**config.mk**
```make
export PLATFORM = sky130hd
export DESIGN_NAME = run_length_packer
export DESIGN_NICKNAME = d
export VERILOG_FILES = /design/src/rtl/run_length_packer_pkg.sv /design/src/rtl/run_length_packer_token_fifo.sv /design/src/rtl/run_length_packer.sv
export SDC_FILE = /design/constraint.sdc
export NUM_CORES = 1
export LEC_CHECK = 0
export ABC_CLOCK_PERIOD_IN_PS = 8270
export CORE_UTILIZATION = 40
export DETAILED_ROUTE_END_ITERATION = 8
export SLEW_MARGIN = 20
export SYNTH_ARGS = -nofsm -noshare
export SYNTH_HDL_FRONTEND = slang
export SYNTH_SLANG_ARGS = --single-unit
```
**constraint.sdc**
```tcl
create_clock -name clk -period 8.27 [get_ports clk]
set_input_delay 1.654 -clock clk [delete_from_list [all_inputs] [get_ports clk]]
set_output_delay 1.654 -clock clk [all_outputs]
set_load 0.005 [all_outputs]
```
**src/rtl/run_length_packer_pkg.sv**
```systemverilog
// run_length_packer_pkg: packet/token types and widths shared by the run-length packer and its FIFO
package run_length_packer_pkg;
  localparam int DATA_WIDTH = 16;
  localparam int TOKEN_W = DATA_WIDTH + 2;
  typedef enum logic [1:0] {
    PKT_DELTA = 2'b00,
    PKT_RUN   = 2'b01,
    PKT_SPIKE = 2'b10,
    PKT_LIT   = 2'b11
  } pkt_type_e;
  typedef struct packed {
    pkt_type_e             kind;
    logic [DATA_WIDTH-1:0] payload;
  } token_t;
endpackage

```
**src/rtl/run_length_packer_token_fifo.sv**
```systemverilog
// run_length_packer_token_fifo: show-ahead token FIFO, up to 2 pushes (wr0 then wr1) and 1 pop per cycle, with occupancy count
module run_length_packer_token_fifo
  import run_length_packer_pkg::*;
#(
  parameter int DEPTH = 8
) (
  input  logic                     clk,
  input  logic                     rst_n,
  input  logic                     wr0,
  input  token_t                   d0,
  input  logic                     wr1,
  input  token_t                   d1,
  input  logic                     rd,
  output token_t                   q,
  output logic [$clog2(DEPTH):0]   count
);
  localparam int AW = $clog2(DEPTH);
  localparam int CW = AW + 1;
  token_t mem [DEPTH];
  logic [AW-1:0] wp, rp;
  assign q = mem[rp];
  always_ff @(posedge clk) begin
    if (wr0) mem[wp] <= d0;
    if (wr1) mem[wp + AW'(wr0)] <= d1;
  end
  always_ff @(posedge clk or negedge rst_n)
    if (!rst_n) begin
      wp    <= '0;
      rp    <= '0;
      count <= '0;
    end else begin
      wp    <= wp + AW'(wr0) + AW'(wr1);
      rp    <= rp + AW'(rd);
      count <= count + CW'(wr0) + CW'(wr1) - CW'(rd);
    end
endmodule

```
**src/rtl/run_length_packer.sv**
```systemverilog
// run_length_packer: coalesces zero deltas into RUN tokens, passes other packets in order through a token FIFO
module run_length_packer
  import run_length_packer_pkg::*;
#(
  parameter int RUN_MAX    = 255,
  parameter int IDLE_FLUSH = 64,
  parameter int FIFO_DEPTH = 8
) (
  input  logic                  clk,
  input  logic                  rst_n,
  input  logic [DATA_WIDTH-1:0] pkt_data,
  input  logic [1:0]            pkt_type,
  input  logic                  pkt_valid,
  output logic                  pkt_ready,
  input  logic                  flush_in,
  output logic [TOKEN_W-1:0]    tok_data,
  output logic                  tok_valid,
  input  logic                  tok_ready,
  output logic [15:0]           pkts_in,
  output logic [15:0]           toks_out,
  output logic                  run_pending
);
  localparam int CW = $clog2(FIFO_DEPTH) + 1;
  logic [CW-1:0] count;
  logic [DATA_WIDTH-1:0] run_len, run_inc, run_next;
  logic [15:0] idle_cnt, idle_next;
  logic accept, pop, is_zero, idle_hit, close_run, flush_run, wr0, wr1;
  token_t pkt_tok, d0, q;
  assign pkt_ready   = count <= CW'(FIFO_DEPTH - 2);
  assign accept      = pkt_valid && pkt_ready;
  assign tok_valid   = count != '0;
  assign pop         = tok_valid && tok_ready;
  assign tok_data    = q;
  assign is_zero     = pkt_type == PKT_DELTA && pkt_data == '0;
  assign run_inc     = run_len + 1'b1;
  assign run_pending = run_len != '0;
  assign idle_hit    = idle_cnt == 16'(IDLE_FLUSH - 1);
  assign close_run   = accept && is_zero && (run_inc == DATA_WIDTH'(RUN_MAX) || flush_in);
  assign flush_run   = !accept && run_pending && (flush_in || idle_hit) && count != CW'(FIFO_DEPTH);
  assign pkt_tok     = '{kind: pkt_type_e'(pkt_type), payload: pkt_data};
  always_comb begin
    wr0       = flush_run || close_run || (accept && !is_zero);
    wr1       = accept && !is_zero && run_pending;
    d0        = (accept && !is_zero && !run_pending) ? pkt_tok
              : '{kind: PKT_RUN, payload: close_run ? run_inc : run_len};
    run_next  = (accept && is_zero && !close_run) ? run_inc : wr0 ? '0 : run_len;
    idle_next = (accept || flush_run) ? '0 : (run_pending && !idle_hit) ? idle_cnt + 16'd1 : idle_cnt;
  end
  always_ff @(posedge clk or negedge rst_n)
    if (!rst_n) begin
      run_len  <= '0;
      idle_cnt <= '0;
      pkts_in  <= '0;
      toks_out <= '0;
    end else begin
      run_len  <= run_next;
      idle_cnt <= idle_next;
      pkts_in  <= pkts_in + 16'(accept && pkts_in != 16'hFFFF);
      toks_out <= toks_out + 16'(pop && toks_out != 16'hFFFF);
    end
  run_length_packer_token_fifo #(.DEPTH(FIFO_DEPTH)) u_fifo (
    .clk   (clk),
    .rst_n (rst_n),
    .wr0   (wr0),
    .d0    (d0),
    .wr1   (wr1),
    .d1    (pkt_tok),
    .rd    (pop),
    .q     (q),
    .count (count)
  );
  assert property (@(posedge clk) disable iff (!rst_n) !(accept && pkt_type == PKT_RUN));
endmodule

```
==> impl_metrics.toml <==
[outcome]
status = "complete, no violations"

[sta]
setup_tns_ps = 0
fin_skew_ps = 23.9
final_period_minus_worst_setup_slack_ps = 6550
final.period_utilization = 0.792
setup_viol = 0
slew_viol_final = 0
worst_pin_slew_ps = 1140
grt_setup_unrepaired = "no"
hold_viol_final = 0
fmax_mhz = 153
maxSlewHeadroom = 0.232

[yosys]
synth_top_area_frac = 0.322
syn_area_per_cell_sq_um = 10.0
synth_area_sq_mm = 0.0134
ys_seq_area_frac = 0.460
synth_edf_count = 144
yosysUniqueCellTypes = 71
synth_top_flop_cell = "edfxtp_1"
synth_top_area_cell = "edfxtp_1"
synthArstFlopShare = 0.339
syn_inst = 1341
synth_fp_nets = 1386
yosys_warnings = 0
ys_ff_latch = 218
ys_top_cells_by_area = "edfxtp_1 32%, dfrtp_1 14%, nand2_1 6.5%"

[drt]
first_iter_violations = 1099
drt_pass1_iterations = 5
drt_wl_total_mm = 40.6
drc = 0
postRouteAntennaNets = 0
wl_per_cell_microns = 22.4
viasPerCell = 6.02
via_count = 10900

[worst_setup_path]
critPathMaxStageDelay_ps = 810
crit_path_start_kind = "input port"
critPathArrivalTime_ps = 6760
crit_fanout = 18
slowest_stage = "nor4_1"
startpoint = "pkt_data[4]"
r2r-start = "run_len[1]$_DFFE_PN0P_"
crit_type = "input port to register"
cp-end-kind = "register"
cp.required_ps = 8480
crit_path_cell_trace = "clkdlybuf4s50_1 > nor4_1 > and3_1 > nand3_1 > o41ai_4 > a211oi_2 > buf_4 > inv_1 > ha_1 > ha_1 > a2111oi_2 > nand3_1 > o21ai_2 > buf_4"

[finish]
fin_cells = 1812
layout-drive-gt1-share = 0.155
diodes = 0
fin_util = 0.470
fillerInstances = 3055
area_delta_synth_final_pct = 14.6
nNetsFinal = 1396

[clock_network]
h-tree-depth = 1
cts_max_path_buffers = 3
worst_skew_pair.late_latency_ps = 550
clock_sinks = 218
path_clk_slew_ps = 60
cts_buffers = 26
cts_tree = "yes"
clock_tree.root_cell = "clkbuf_16"
postCtsResizedCells = 0
post-cts-setup-buffers = 0
ctsHoldBuffers = 0

[floorplanning]
core.rowCount = 66
die_y_microns = 185
die_w_microns = 185
fp.dieArea_sq_mm = 0.0343
coreArea_sq_mm = 0.0328
start_util = 0.410
pin_count = 76

[placement]
place_hpwl_mm = 25.6
io_buffers = 75
globalplace.congestion = 0.912
dp_cells = 1764

[pwr]
ir_worst_vdd_uv = 149
pwr-share-comb = 0.401
seq_power_share = 0.342
powerDensity_mw_per_mm2 = 277
leakagePower_nw = 5.44
switchingPower_mw = 1.54
intPower_mw = 2.72
power.share.switching = 0.362
p_clk_frac = 0.257

[global_route]
grt.overflow.total = 0
grt_pass1_vias = 10300
grt_max_degree = 92
antenna_found_initial = 2
track_usage = 0.240
grt_pass1_wl_mm = 62.0

[job]
maxCapViolCount = 0

[min_path]
hold_class = "register to register"
holdCritStartpoint = "u_fifo.rp[2]$_DFF_PN0_"
[layout make-up]
| class | count | area (sq um) | area share |
|---|---|---|---|
| multi-input cells | 967 | 6710 | 0.436 |
| flip-flops and latches | 218 | 6180 | 0.401 |
| repair buffers | 115 | 1060 | 0.0689 |
| clock buffers | 31 | 689 | 0.0448 |
| well taps | 442 | 553 | 0.0359 |
| clock inverters | 16 | 123 | 0.00796 |
| inverters | 23 | 86.3 | 0.00561 |
[per-layer routing]
layer | GRT usage | up-vias | wire [microns]
met5 | 0 | - | 29
met4 | 0.103 | 4 | 1820
met3 | 0.0527 | 105 | 4020
met2 | 0.366 | 537 | 17800
met1 | 0.326 | 5302 | 16900
li1 | - | 4958 | -
[state kept, by name (all words and copies together) (netlist names)]
register and flops:
u_fifo.mem 144, pkts_in 16, u_fifo.rp 3, u_fifo.wp 3, run_len 16, idle_cnt 16
u_fifo.count 4, toks_out 16
[worst paths after layout]
check,cells after the start,slack [ps],end
worst max-delay path,14,1720,u_fifo.mem[1][7]$_DFFE_PP_
worst max register to register,15,2190,u_fifo.mem[1][7]$_DFFE_PP_
worst min-delay path,1,460,u_fifo.rp[2]$_DFF_PN0_
min in group asynchronous,1,1260,run_len[13]$_DFFE_PN0P_
worst min register to register,1,460,u_fifo.rp[2]$_DFF_PN0_
max in group asynchronous,1,6350,u_fifo.rp[0]$_DFF_PN0_
[worst max-delay path: cells and delay by family]
family | cells | cell delay, ps
adders and majority gates | 2 | 460
AOI/OAI and AO/OA | 4 | 1440
and+or+nand+nor | 4 | 1930
buffers and inverters | 4 | 1280
[synthesized netlist by cell type, types with 20 or more instances]
cell type,instances
ha_1,20
clkbuf_1,85
dfrtp_1,74
nand2_1,232
xor2_1,25
mux2_2,49
nor2_1,67
a21oi_1,28
buf_1,21
o211ai_1,52
nand3_1,169
edfxtp_1,144
inv_1,21
o21ai_0,20
xnor2_1,26
a22oi_1,32
mux4_2,36
[cells by family (layout without fill, tap and decap cells)]
kind of cell,Yosys count,after routing,synth area share
AND/OR/NAND/NOR,574,574,0.200
multiplexers,103,103,0.116
XOR/XNOR,51,51,0.0332
flip-flops,218,218,0.460
buffers and inverters,156,185,0.0499
AO/OA/AOI/OAI,217,217,0.119
adder cells (fa/ha/maj),22,22,0.0216
[power by group through the flow]
stage	Clock (mW)	Combinational, mW	Sequential (mW)
after global routing	1.15	1.84	1.48
after floorplan	0	1.01	1.44
after CTS	1.11	1.71	1.46
final	1.09	1.71	1.46
after global placement	0	1.69	1.47
after detailed placement	0	1.71	1.48
[layout by cell type, fill, tap and decap left out, types with 13 or more instances in the layout]
cell,count
buf_4,40
nand2b_1,13
xor2_1,25
xnor2_1,26
dfrtp_1,73
a22oi_1,32
clkdlybuf4s50_1,74
o211ai_1,52
nor2_1,67
mux4_2,36
and3_1,13
ha_1,20
and2_1,17
clkbuf_16,26
edfxtp_1,144
inv_1,21
nand4_1,17
a21oi_1,28
nand2_1,232
nand3_1,169
mux2_1,17
mux2_2,49
[through the flow]
stage	setup slack (ps)	hold WS [ps]	total power, mW	instance area, sq um
floorplan	2460	477	2.45	13400
global placement	1350	460	3.17	14600
detailed placement	1260	462	3.18	14600
CTS	1830	470	4.28	15400
global route	1390	486	4.47	15400
finish	1720	461	4.26	15400
No activity file was read; power rests on OpenSTA's default activity.
